$ cat config.mk
export PLATFORM = sky130hd
export DESIGN_NAME = hazard_scoreboard
export DESIGN_NICKNAME = d
export VERILOG_FILES = /design/src/rtl/hazard_pkg.sv /design/src/rtl/sb_counter_bank.sv /design/src/rtl/hazard_scoreboard.sv
export SDC_FILE = /design/constraint.sdc
export NUM_CORES = 1
export LEC_CHECK = 0
export ABC_AREA = 1
export BUFFER_PORTS_ARGS = -buffer_cell sky130_fd_sc_hd__buf_2
export CAP_MARGIN = 5
export CORE_ASPECT_RATIO = 2
export CORE_MARGIN = 4
export CORE_UTILIZATION = 40
export CTS_BUF_LIST = sky130_fd_sc_hd__clkbuf_8
export DETAILED_ROUTE_END_ITERATION = 12
export PLACE_DENSITY = 0.62
export SYNTH_ARGS = -nofsm -noshare
export SYNTH_HDL_FRONTEND = slang
export SYNTH_SLANG_ARGS = --single-unit
$ cat constraint.sdc
create_clock -name clk -period 15.5 [get_ports clk]
set_input_delay 3.1 -clock clk [delete_from_list [all_inputs] [get_ports clk]]
set_output_delay 3.1 -clock clk [all_outputs]
set_load 0.05 [all_outputs]
$ cat src/rtl/hazard_pkg.sv
// Shared constants for the RV32I hazard scoreboard: forwarding-mux select codes
// and the default producer latencies of the execute-side units.
package hazard_pkg;

  typedef enum logic [1:0] {
    FWD_REG = 2'b00,
    FWD_W   = 2'b01,
    FWD_M   = 2'b10
  } fwd_sel_e;

  localparam int LAT_ALU  = 1;
  localparam int LAT_LOAD = 2;
  localparam int LAT_MUL  = 4;

endpackage

$ cat src/rtl/sb_counter_bank.sv
// Per-register pending-write counters: load on issue, age by one every cycle,
// three combinational read ports and an any-pending reduction.
module sb_counter_bank #(
  parameter int REG_AW   = 5,
  parameter int NUM_REGS = 32,
  parameter int LAT_W    = 3
) (
  input  logic              clk,
  input  logic              rst,
  input  logic              load_en,
  input  logic [REG_AW-1:0] load_addr,
  input  logic [LAT_W-1:0]  load_val,
  input  logic [REG_AW-1:0] rd_addr_a,
  input  logic [REG_AW-1:0] rd_addr_b,
  input  logic [REG_AW-1:0] rd_addr_c,
  output logic [LAT_W-1:0]  rd_cnt_a,
  output logic [LAT_W-1:0]  rd_cnt_b,
  output logic [LAT_W-1:0]  rd_cnt_c,
  output logic              busy
);

  // x0 has no storage at all; reads of it return zero.
  logic [LAT_W-1:0] cnt [1:NUM_REGS-1];

  // NOTE: this array is cleared on reset because it is control state (pending
  // hazards), not data; stale counts would produce phantom stalls after reset.
  // NOTE: sequential state uses non-blocking assignments so every counter sees
  // the pre-edge values of its neighbours, independent of statement order.
  always_ff @(posedge clk) begin
    if (rst) begin
      for (int r = 1; r < NUM_REGS; r++) cnt[r] <= '0;
    end else begin
      for (int r = 1; r < NUM_REGS; r++) begin
        if (load_en && load_addr == REG_AW'(r))
          cnt[r] <= load_val;
        else if (cnt[r] != '0)
          cnt[r] <= cnt[r] - LAT_W'(1);
      end
    end
  end

  function automatic logic [LAT_W-1:0] read_cnt(input logic [REG_AW-1:0] addr);
    read_cnt = '0;
    for (int r = 1; r < NUM_REGS; r++)
      if (addr == REG_AW'(r)) read_cnt = cnt[r];
  endfunction

  // NOTE: every always_comb output gets a default first so no path leaves it
  // unassigned, which would otherwise infer a latch.
  always_comb begin
    busy = 1'b0;
    for (int r = 1; r < NUM_REGS; r++) busy = busy | (cnt[r] != '0);
  end

  assign rd_cnt_a = read_cnt(rd_addr_a);
  assign rd_cnt_b = read_cnt(rd_addr_b);
  assign rd_cnt_c = read_cnt(rd_addr_c);

endmodule

$ cat src/rtl/hazard_scoreboard.sv
// Decode-side hazard unit for the 5-stage RV32I pipeline: scoreboarded RAW/WAW
// stalls for variable-latency producers, branch flushes and M/W forwarding.
module hazard_scoreboard
  import hazard_pkg::*;
#(
  parameter int REG_AW   = 5,
  parameter int NUM_REGS = 32,
  parameter int MAX_LAT  = 4,
  parameter int LAT_W    = 3,
  parameter int PERF_W   = 32
) (
  input  logic              clk,
  input  logic              rst,
  input  logic              issue_valid_d,
  input  logic [REG_AW-1:0] rs1_d,
  input  logic [REG_AW-1:0] rs2_d,
  input  logic [REG_AW-1:0] rd_d,
  input  logic              regwrite_d,
  input  logic [LAT_W-1:0]  lat_d,
  input  logic [REG_AW-1:0] rs1_e,
  input  logic [REG_AW-1:0] rs2_e,
  input  logic [REG_AW-1:0] rd_m,
  input  logic              regwrite_m,
  input  logic [REG_AW-1:0] rd_w,
  input  logic              regwrite_w,
  input  logic              pcsrc_e,
  output logic              stall_f,
  output logic              stall_d,
  output logic              flush_d,
  output logic              flush_e,
  output logic [1:0]        forward_a_e,
  output logic [1:0]        forward_b_e,
  output logic              busy,
  output logic [PERF_W-1:0] stall_count
);

  logic [LAT_W-1:0] lat_eff;
  logic [LAT_W-1:0] cnt_rs1, cnt_rs2, cnt_rd;
  logic             bank_busy;
  logic             raw, waw, hazard_stall, issue;

  always_comb begin
    if (lat_d == '0)
      lat_eff = LAT_W'(1);
    else if (lat_d > LAT_W'(MAX_LAT))
      lat_eff = LAT_W'(MAX_LAT);
    else
      lat_eff = lat_d;
  end

  // A count of 1 means the producer reaches M/W as the consumer reaches E,
  // so only counts above 1 need a stall.
  assign raw = issue_valid_d &
               (((rs1_d != '0) & (cnt_rs1 > LAT_W'(1))) |
                ((rs2_d != '0) & (cnt_rs2 > LAT_W'(1))));
  assign waw = issue_valid_d & regwrite_d & (rd_d != '0) & (cnt_rd > lat_eff);

  assign hazard_stall = (raw | waw) & ~pcsrc_e & ~rst;
  assign issue        = issue_valid_d & regwrite_d & (rd_d != '0) &
                        ~hazard_stall & ~pcsrc_e;

  sb_counter_bank #(
    .REG_AW   (REG_AW),
    .NUM_REGS (NUM_REGS),
    .LAT_W    (LAT_W)
  ) u_bank (
    .clk       (clk),
    .rst       (rst),
    .load_en   (issue),
    .load_addr (rd_d),
    .load_val  (lat_eff),
    .rd_addr_a (rs1_d),
    .rd_addr_b (rs2_d),
    .rd_addr_c (rd_d),
    .rd_cnt_a  (cnt_rs1),
    .rd_cnt_b  (cnt_rs2),
    .rd_cnt_c  (cnt_rd),
    .busy      (bank_busy)
  );

  assign stall_f = hazard_stall;
  assign stall_d = hazard_stall;
  assign flush_d = pcsrc_e | rst;
  assign flush_e = pcsrc_e | hazard_stall | rst;
  assign busy    = bank_busy & ~rst;

  function automatic logic [1:0] fwd_sel(
    input logic [REG_AW-1:0] rs,
    input logic [REG_AW-1:0] m_rd,
    input logic              m_we,
    input logic [REG_AW-1:0] w_rd,
    input logic              w_we
  );
    if (m_we && m_rd != '0 && m_rd == rs)
      fwd_sel = FWD_M;
    else if (w_we && w_rd != '0 && w_rd == rs)
      fwd_sel = FWD_W;
    else
      fwd_sel = FWD_REG;
  endfunction

  assign forward_a_e = rst ? FWD_REG : fwd_sel(rs1_e, rd_m, regwrite_m, rd_w, regwrite_w);
  assign forward_b_e = rst ? FWD_REG : fwd_sel(rs2_e, rd_m, regwrite_m, rd_w, regwrite_w);

  // Saturating so long runs report "at least this many" rather than wrapping.
  always_ff @(posedge clk) begin
    if (rst)
      stall_count <= '0;
    else if (hazard_stall && stall_count != '1)
      stall_count <= stall_count + PERF_W'(1);
  end

endmodule

Word level (Yosys, flattened, before mapping)
Memories as Yosys holds them, arrays and structs flattened.
Index checks and enable logic that the tools add are counted.
- add/subtract/negate cells: 32
- magnitude comparators: 4
- eq/ne operators: 98
- mux-type cells: 382
- bitwise gates (word level): 111
- reduce and logical (&&, ||, !) cells: 75
- operator list (cell ; count):
    2-to-1 mux 3 bit ; 157
    == test 5 bit, second input constant ; 48
    2-to-1 mux 1 bit ; 221
    == test 5 x 4 -> 1 bit, second input constant ; 24
    bitwise OR 1 bit ; 97
    nonzero test 3 bit ; 31
    subtractor 3 x 1 -> 3 bit, second input constant ; 31
    == test 5 x 3 -> 1 bit, second input constant ; 12
    logical AND 1 bit ; 38
    adder 32 x 1 -> 32 bit, second input constant ; 1
    inequality test 32 bit, second input constant ; 1
    == test 5 x 2 -> 1 bit, second input constant ; 6
    nonzero test 5 bit ; 5
    == test 5 bit ; 4
    == test 5 x 1 -> 1 bit, second input constant ; 3
    AND 1 bit ; 11
    2-to-1 mux 2 bit ; 4
    greater-than comparator 3 x 1 -> 1 bit, second input constant ; 2
    greater-than comparator 3 bit ; 1
    greater-than comparator 3 bit, second input constant ; 1
    logical NOT 3 bit ; 1
    NOT 1 bit ; 3
- register bits: 32
- bits in writable memories: 93
- input port bits: 45
- output and inout port bits: 41
- memories: 1
- memories (name ; depth ; bits a word ; rd ports ; clocked after memory_dff ; write ports ; line ; RTL):
    u_bank.cnt ; 31 ; 3 ; 31 ; 0 ; 31 ; sb_counter_bank.sv:23 ; logic [LAT_W-1:0] cnt [1:NUM_REGS-1];

Logic depth before layout (Yosys ltp)
Gate-level depths: netlist of run 1.
- word-level depth: 48
- mapped depth: 35
- mapped depth without buffers: 34

By module
A second synthesis of run 1 with hierarchy kept.
- cells, all modules: 1824
- area, all modules: 11871.4 um2
- by module, submodules not included (module ; times used ; cells each ; area each (um2) ; seq. area each (um2)):
    sb_counter_bank ; 1 ; 1364 ; 9102.5 ; 2792.7
    hazard_scoreboard ; 1 ; 460 ; 2768.9 ; 640.6

Worst setup path after synthesis of run 1
No wires, ideal clock.
- path type: input to output
- from: input port rd_d[2]
- to: output port stall_f
- data arrival time: 6.417 ns
- path slack: 5.983 ns
- stages on the path: 32
- cell sequence: inv_1 nor2_1 inv_1 nor2_1 inv_1 nor2_1 inv_1 o22ai_1 o2111ai_1 o21ai_0 o2111ai_1 a21oi_1 o211ai_1 o21ai_0 nand3_1 a21oi_1 nand4_1 nand2_1 nand2_1 nand2_1 nand4_1 nor2_1 nor2_1 ha_1 nand2_1 o21ai_0 nand2_1 nand2_4 nand2_8 inv_2 buf_4 buf_4
- cells in the longest elaborated chain, start to end: 37
- RTL lines (element ; line ; RTL):
    from (decl) ; hazard_scoreboard.sv:17 ; input logic [REG_AW-1:0] rd_d,
    == test 5 x 1 -> 1 bit ; sb_counter_bank.sv:45 ; if (addr == REG_AW'(r)) read_cnt = cnt[r];
    2-to-1 mux 3 bit (31 in a row) ; sb_counter_bank.sv:45 ;
    greater-than comparator 3 bit ; hazard_scoreboard.sv:56 ; assign waw = issue_valid_d & regwrite_d & (rd_d != '0) & (cnt_rd > lat_eff);
    AND 1 bit * ; hazard_scoreboard.sv:56 ;
    bitwise OR 1 bit * ; hazard_scoreboard.sv:58 ; assign hazard_stall = (raw | waw) & ~pcsrc_e & ~rst;
    AND 1 bit * (2 in a row) ; hazard_scoreboard.sv:58 ;
    to (decl) ; hazard_scoreboard.sv:27 ; output logic stall_f,
Every way passes the cells marked *; elsewhere a longest branch is shown, timed or not.

Final worst setup path of run 1
- from: input port rd_d[4]
- to: output port stall_d
- cells in the longest elaborated chain, start to end: 37
- RTL lines (element ; line ; RTL):
    == test 5 x 1 -> 1 bit ; sb_counter_bank.sv:45 ;
    2-to-1 mux 3 bit (31 in a row) ; sb_counter_bank.sv:45 ;
    greater-than comparator 3 bit ; hazard_scoreboard.sv:56 ;
    AND 1 bit * ; hazard_scoreboard.sv:56 ;
    bitwise OR 1 bit * ; hazard_scoreboard.sv:58 ;
    AND 1 bit * (2 in a row) ; hazard_scoreboard.sv:58 ;
    to (decl) ; hazard_scoreboard.sv:28 ; output logic stall_d,
Marked as above.

==> results of run 1 <==
## synth_stat cells, types with 2 or more instances
cell type	count
nand3_4	30
o22ai_1	4
buf_2	11
buf_1	7
ha_1	66
o221ai_1	2
nand3_1	182
inv_1	244
buf_12	3
buf_4	4
o41ai_1	3
nor3_1	36
dfxtp_1	32
xor2_1	69
clkbuf_1	37
a21oi_1	57
inv_2	38
o21ai_0	40
or2_2	3
nor2_2	6
edfxtp_1	93
nand4_1	151
a31oi_1	2
nor2_1	106
o211ai_1	4
xnor2_1	11
o2111ai_1	10
nand2_1	398
nor4_1	20
## worst min-delay path, cell delays in order, from the launching register on
cell	delay (ns)
dfxtp_1	0.34
nand2_1	0.07
a21oi_1	0.06
## through the flow
step | total power [W] | std cells | util, % | hold WS (ns)
detailed placement | 0.00136 | 2073 | 42.8 | 0.495
floorplan | 0.00111 | 1681 | - | 0.645
finish | 0.00170 | 2104 | 44.3 | 0.507
global placement | 0.00135 | 2073 | 42.8 | 0.484
global route | 0.00182 | 2104 | 44.3 | 0.538
CTS | 0.00170 | 2103 | 44.3 | 0.506
## layer usage
| layer | vias up | track usage, % | routed length (um) |
|---|---|---|---|
| met2 | 466 | 50.3 | 23500 |
| met5 | - | 0 | 16 |
| met3 | 213 | 4.99 | 2130 |
| li1 | 5746 | - | - |
| met1 | 5593 | 25.1 | 14300 |
| met4 | 2 | 23.6 | 4740 |
## layout make-up
class | instances | area (um^2)
fill | 3067 | 16100
multi-input combinational | 1211 | 6960
sequential | 125 | 3430
inverter | 283 | 1070
timing repair buffer | 94 | 493
tap | 360 | 450
clock buffer | 17 | 234
clock inverter | 13 | 183
antenna | 1 | 2.50
## final timing paths
| kind | from | to | slack [ns] | cells after the start |
|---|---|---|---|---|
| max | rd_d[4] | stall_d | 3.85 | 30 |
| min | stall_count[8] | stall_count[8] | 0.51 | 2 |
| max reg2reg | u_bank.cnt[0][8] | stall_count[0] | 10.50 | 29 |
| min reg2reg | stall_count[8] | stall_count[8] | 0.51 | 2 |
## cell usage in the layout, fill, tap and decap left out, types with 2 or more instances in the layout
master,netlist,final
clkbuf_8,0,17
inv_1,244,247
o21ai_0,40,40
nand3_4,30,30
dfxtp_1,32,32
clkinv_1,1,4
xnor2_1,11,11
edfxtp_1,93,93
clkinv_2,0,2
o2111ai_1,10,10
o221ai_1,2,2
nor2_1,106,103
or2_2,3,3
o41ai_1,3,3
buf_2,11,85
xor2_1,69,69
ha_1,66,66
bufinv_16,0,5
nand2_1,398,398
nand4_1,151,151
nor3_1,36,36
a21oi_1,57,57
nand3_1,182,182
o211ai_1,4,4
o22ai_1,4,4
buf_4,4,9
inv_2,38,37
a31oi_1,2,2
nor4_1,20,20
nor2_2,6,8
## logic make-up (layout without fill, tap and decap cells)
family	Yosys count	count (layout)	share of synthesized area, %
compound gates	127	127	6.16
xor+xnor	80	80	5.96
fa+ha+maj	66	66	7.02
buf+inv	345	407	11.7
flops	125	125	29.2
other cells	0	1	0
simple gates	938	938	40.0
## power by group through the flow
stage / registers, W / clock network [W] / logic [W]
2_1_floorplan: 0.000578 / 0 / 0.000529
4_1_cts: 0.000634 / 0.000334 / 0.000728
3_3_place_gp: 0.000641 / 0 / 0.000707
3_5_place_dp: 0.000641 / 0 / 0.000721
6_report: 0.000639 / 0.000325 / 0.000735
5_1_grt: 0.000644 / 0.000345 / 0.000832
## registers in the layout, summed over array words and instances, names as in the netlist
| register | cells |
|---|---|
| stall_count | 32 |
| u_bank.cnt | 93 |
==> run metrics, run 1 <==
outcome completed; global-route wire length before repair between 60 and 70 mm; final setup fails 0; CP Launch Type input pin; Critical Path RT between 10 and 15 ns; worst-margin pin slew roughly 1.0 ns; wire per inst 21.3 um; Clk Latency, worst-skew pair 0.50 ns; Post-synth EDFFs 93; CTS clk-pin slew, worst paths 0.07 ns; Initial Utilization 40.6%; Critical Path Slowest Stage Cell inv_2; Die Y-Extent between 200 and 300 um; post-synth cell types 41; Power Density 132 mW/mm^2; GRT Residual Overflow 0; post-synthesis net count 1792; final WL 44.7 mm; Post-DP HPWL roughly 35 mm; Hold Violations, Final 0; CTS H-Tree Depth 4; number of synthesized register bits 125; Worst Path Buf+Inv 5; post-synthesis async set-or-reset flop share 0%; clock network power share 19.1%; delay-heaviest family, CP compound AO/OA/AOI/OAI gates; Ys Warns 0; ys flop type edfxtp_1; share of layout cells above drive strength 1 11.7%; area grow syn2layout 9.10%; worst vdd ir 53.4 uV; critical-path maximum fanout 34; setup TNS 0 ns; CTS Sinks 125; post-synthesis instance total 1681; CTS tree yes; RD Place Congestion 1.10; Num CTS Buffers 17; clock skew 0.0149 ns; P_leak 5.75 nW; crit-path max cell delay 0.61 ns; pin count of the biggest net entering global routing 111; Crit. End Element output port; CP Data Arrival Time 8.55 ns; # DRC 0; CTS root buf clkbuf_8; post-route ant nets 0; I/O Buffers 85; Slew Viols, Final 0; First DRT Iteration DRCs 811; design area 0.0128 mm^2; Internal Power 0.000932 W; register share of total power 37.6%; Rel. slew slack roughly a third; Net Switching 0.000766 W; Hold Path Class reg -> reg; Crit Path Category in -> out; post-synthesis area per instance 6.99 um^2; vias in the first global route 11800; Tot GR Track Use a little over a quarter; f_max roughly 0.086 GHz; RSZ-0062 raised after global routing no; Post-CTS Hold Buffers 0; proportion of power drawn by combinational gates 43.3%; Tcrit/Tclk final between 70% and 80%; Max-Cap Viols 0; die area 0.0324 mm^2; clk buf depth 2; row cnt 88; Layout Nets between 1500 and 2000; initial antenna violation count 2; post-route worst setup slack 3.85 ns; DR vias 12000; area leader, netlist edfxtp_1; Synth Cell Area 0.0118 mm^2; Vias/cell roughly 5.7; share of the synthesized area in the top cell type 23.8%; CTS resizes 0; Setup Buffers After CTS 0; synth top area cells edfxtp_1 24%, nand2_1 13%, nand4_1 8.0%, inv_1 7.8%, nand3_1 7.7%; Die Wd ~130 um; pre-CTS WS 4.03 ns; DP Area approximately 0.012 mm^2; Seq/Total Area, Yosys approximately 30%; io pins 86; crit path time final 11.65 ns; placeable core region 0.0290 mm^2; cell mode on critical path nand2_1; drt first pass iters 5; switching share of power about 45%
(Power assumes the default switching activity.)
==> run 2: changes to the inputs <==
--- a/config.mk
+++ b/config.mk
@@ -13,7 +13,7 @@
 export CORE_UTILIZATION = 40
 export CTS_BUF_LIST = sky130_fd_sc_hd__clkbuf_8
 export DETAILED_ROUTE_END_ITERATION = 12
-export PLACE_DENSITY = 0.62
+export PLACE_DENSITY = 0.64
 export SYNTH_ARGS = -nofsm -noshare
 export SYNTH_HDL_FRONTEND = slang
 export SYNTH_SLANG_ARGS = --single-unit
==> constraint.sdc (replaced) <==
create_clock -name clk -period 10 [get_ports clk]
set_input_delay 2 -clock clk [delete_from_list [all_inputs] [get_ports clk]]
set_output_delay 2 -clock clk [all_outputs]
set_load 0.05 [all_outputs]
==> run 2 against run 1 <==
  * Combinational power up 55%
  * Register-to-register slack lost 5.3 ns
  * Global-route usage hardly changed
  * Flip-flop and latch count unchanged
  * First-iteration DRC count fell by 5.9%
  * Cell area about the same
  * Worst setup slack worse by 2.3 ns
  * Sequential share of layout area is essentially flat
  * Power increased by 54%
  * Worst hold slack worse by 0.027 ns
  * Cell count increased by 0.19%
  * Die area unchanged
  * Critical path type unchanged
  * Largest power group unchanged
==> run metrics, run 2 (synthesized netlist as in run 1, its figures left out) <==
outcome completed; GRT Residual Overflow 0; DR vias 12000; Post-DP HPWL 35.1 mm; vias in the first global route 12200; row cnt between 80 and 90; post-route worst setup slack 1.58 ns; pre-CTS WS 1.67 ns; clk buf depth 2; Critical Path RT 8.00 ns; worst reg2reg setup slack 5.23 ns; Initial Utilization approximately two fifths; CP Data Arrival Time 6.42 ns; wire per inst 21.2 um; Die Y-Extent 250 um; worst-margin pin slew about 1.0 ns; CTS clk-pin slew, worst paths 0.07 ns; CTS Sinks 125; drt first pass iters 6; switching share of power approximately 46%; CTS resizes 0; register share of total power 37.9%; I/O Buffers 85; area grow syn2layout 9.21%; Internal Power 0.00142 W; clock skew 0.0146 ns; Post-CTS Hold Buffers 0; Max-Cap Viols 0; First DRT Iteration DRCs 763; Crit Reg-Reg Endpoint stall_count[4]; # DRC 0; Tot GR Track Use 27.5%; critical-path maximum fanout 32; Hold Violations, Final 0; global-route wire length before repair 67.1 mm; Fin Hold WS slightly below 0.5 ns; final setup fails 0; proportion of power drawn by combinational gates 43.4%; Hold Path Class reg -> reg; initial antenna violation count 0; cell mode on critical path nand2_1; max FFs per register 93; placeable core region 0.0290 mm^2; RSZ-0062 raised after global routing no; Net Switching 0.00120 W; f_max 0.119 GHz; Die Wd 129 um; Worst Hold Path Cells 2; clock network power share 18.8%; share of layout cells above drive strength 1 a little under an eighth; Num CTS Buffers 17; crit path time final 8.42 ns; CP Launch Type input pin; crit-path max cell delay 0.32 ns; Setup Buffers After CTS 0; pin count of the biggest net entering global routing 114; Tcrit/Tclk final between 80 and 90%; P_leak 5.74 nW; Worst R2R Path Depth 30; Crit Path Category in -> out; Top reg by flops u_bank.cnt; CTS tree yes; hold_sp stall_count[31]; Critical Path Slowest Stage Cell nand2_8; highest-count cells in the layout ignoring fill and taps 398 x nand2_1, 246 x inv_1, 182 x nand3_1; setup TNS 0 ns; CTS H-Tree Depth 4; Crit. End Element output port; reg2reg start u_bank.cnt[0][8]; final WL 44.6 mm; RD Place Congestion about 1.1; Rel. slew slack 33.0%; worst vdd ir roughly 76 uV; biggest registers after layout u_bank.cnt (93), stall_count (32); final core utilization 44.3%; Vias/cell roughly 5.7; io pins between 80 and 90; hold endpoint stall_count[31]; CTS root buf clkbuf_8; Power Density 204 mW/mm^2; die area 0.0324 mm^2; Slew Viols, Final 0; most common cell after layout, fill and taps aside nand2_1; Clk Latency, worst-skew pair 0.48 ns; post-route ant nets 0; Layout Nets about 1800
## run 2: power by group through the flow
stage / Combinational [W] / Clock, W / Sequential (W)
global route: 0.00129 / 0.000520 / 0.000997
finish: 0.00114 / 0.000491 / 0.000993
floorplan: 0.000819 / 0 / 0.000896
CTS: 0.00113 / 0.000503 / 0.000983
detailed placement: 0.00112 / 0 / 0.000995
global placement: 0.00110 / 0 / 0.000993
## run 2: cell type report
| class | instances | area, um^2 |
|---|---|---|
| timing repair buffer | 96 | 508 |
| sequential | 125 | 3430 |
| clock inverter | 15 | 180 |
| clock buffer | 17 | 234 |
| fill | 3106 | 16100 |
| inverter | 283 | 1070 |
| antenna | 1 | 2.50 |
| multi-input combinational | 1211 | 6960 |
| tap | 360 | 450 |
## run 2: how the worst max path moves through the flow
stage	startpoint	slack, ns	endpoint
2_1_floorplan	rd_d[2]	2.68	stall_f
3_3_place_gp	rd_d[4]	1.70	stall_d
3_5_place_dp	rd_d[2]	1.67	stall_f
4_1_cts	rd_d[2]	1.66	stall_f
5_1_grt	rd_d[2]	1.22	stall_d
6_report	rd_d[4]	1.58	stall_d
## run 2: layer usage
metal	track usage (%)	part of all wire [%]	vias to the layer above
met1	24.5	32	5582
met2	51.6	54	474
met3	4.57	4.4	210
met4	22.6	9.7	0
li1	-	-	5758
met5	0	0	-
## run 2: worst max-delay path, delay by kind of cell
family / cells / cell delay [ns]
AO/OA/AOI/OAI: 13 / 1.75
buffers and inverters: 5 / 1.04
AND/OR/NAND/NOR: 11 / 1.35
adder cells (fa/ha/maj): 1 / 0.22
## run 2: metrics by stage
step / area (um^2) / total power, W / std cells
6_report: 12800 / 0.00262 / 2108
5_1_grt: 12800 / 0.00280 / 2107
4_1_cts: 12800 / 0.00262 / 2107
3_5_place_dp: 12400 / 0.00211 / 2075
3_3_place_gp: 12400 / 0.00209 / 2075
2_1_floorplan: 11800 / 0.00172 / 1681
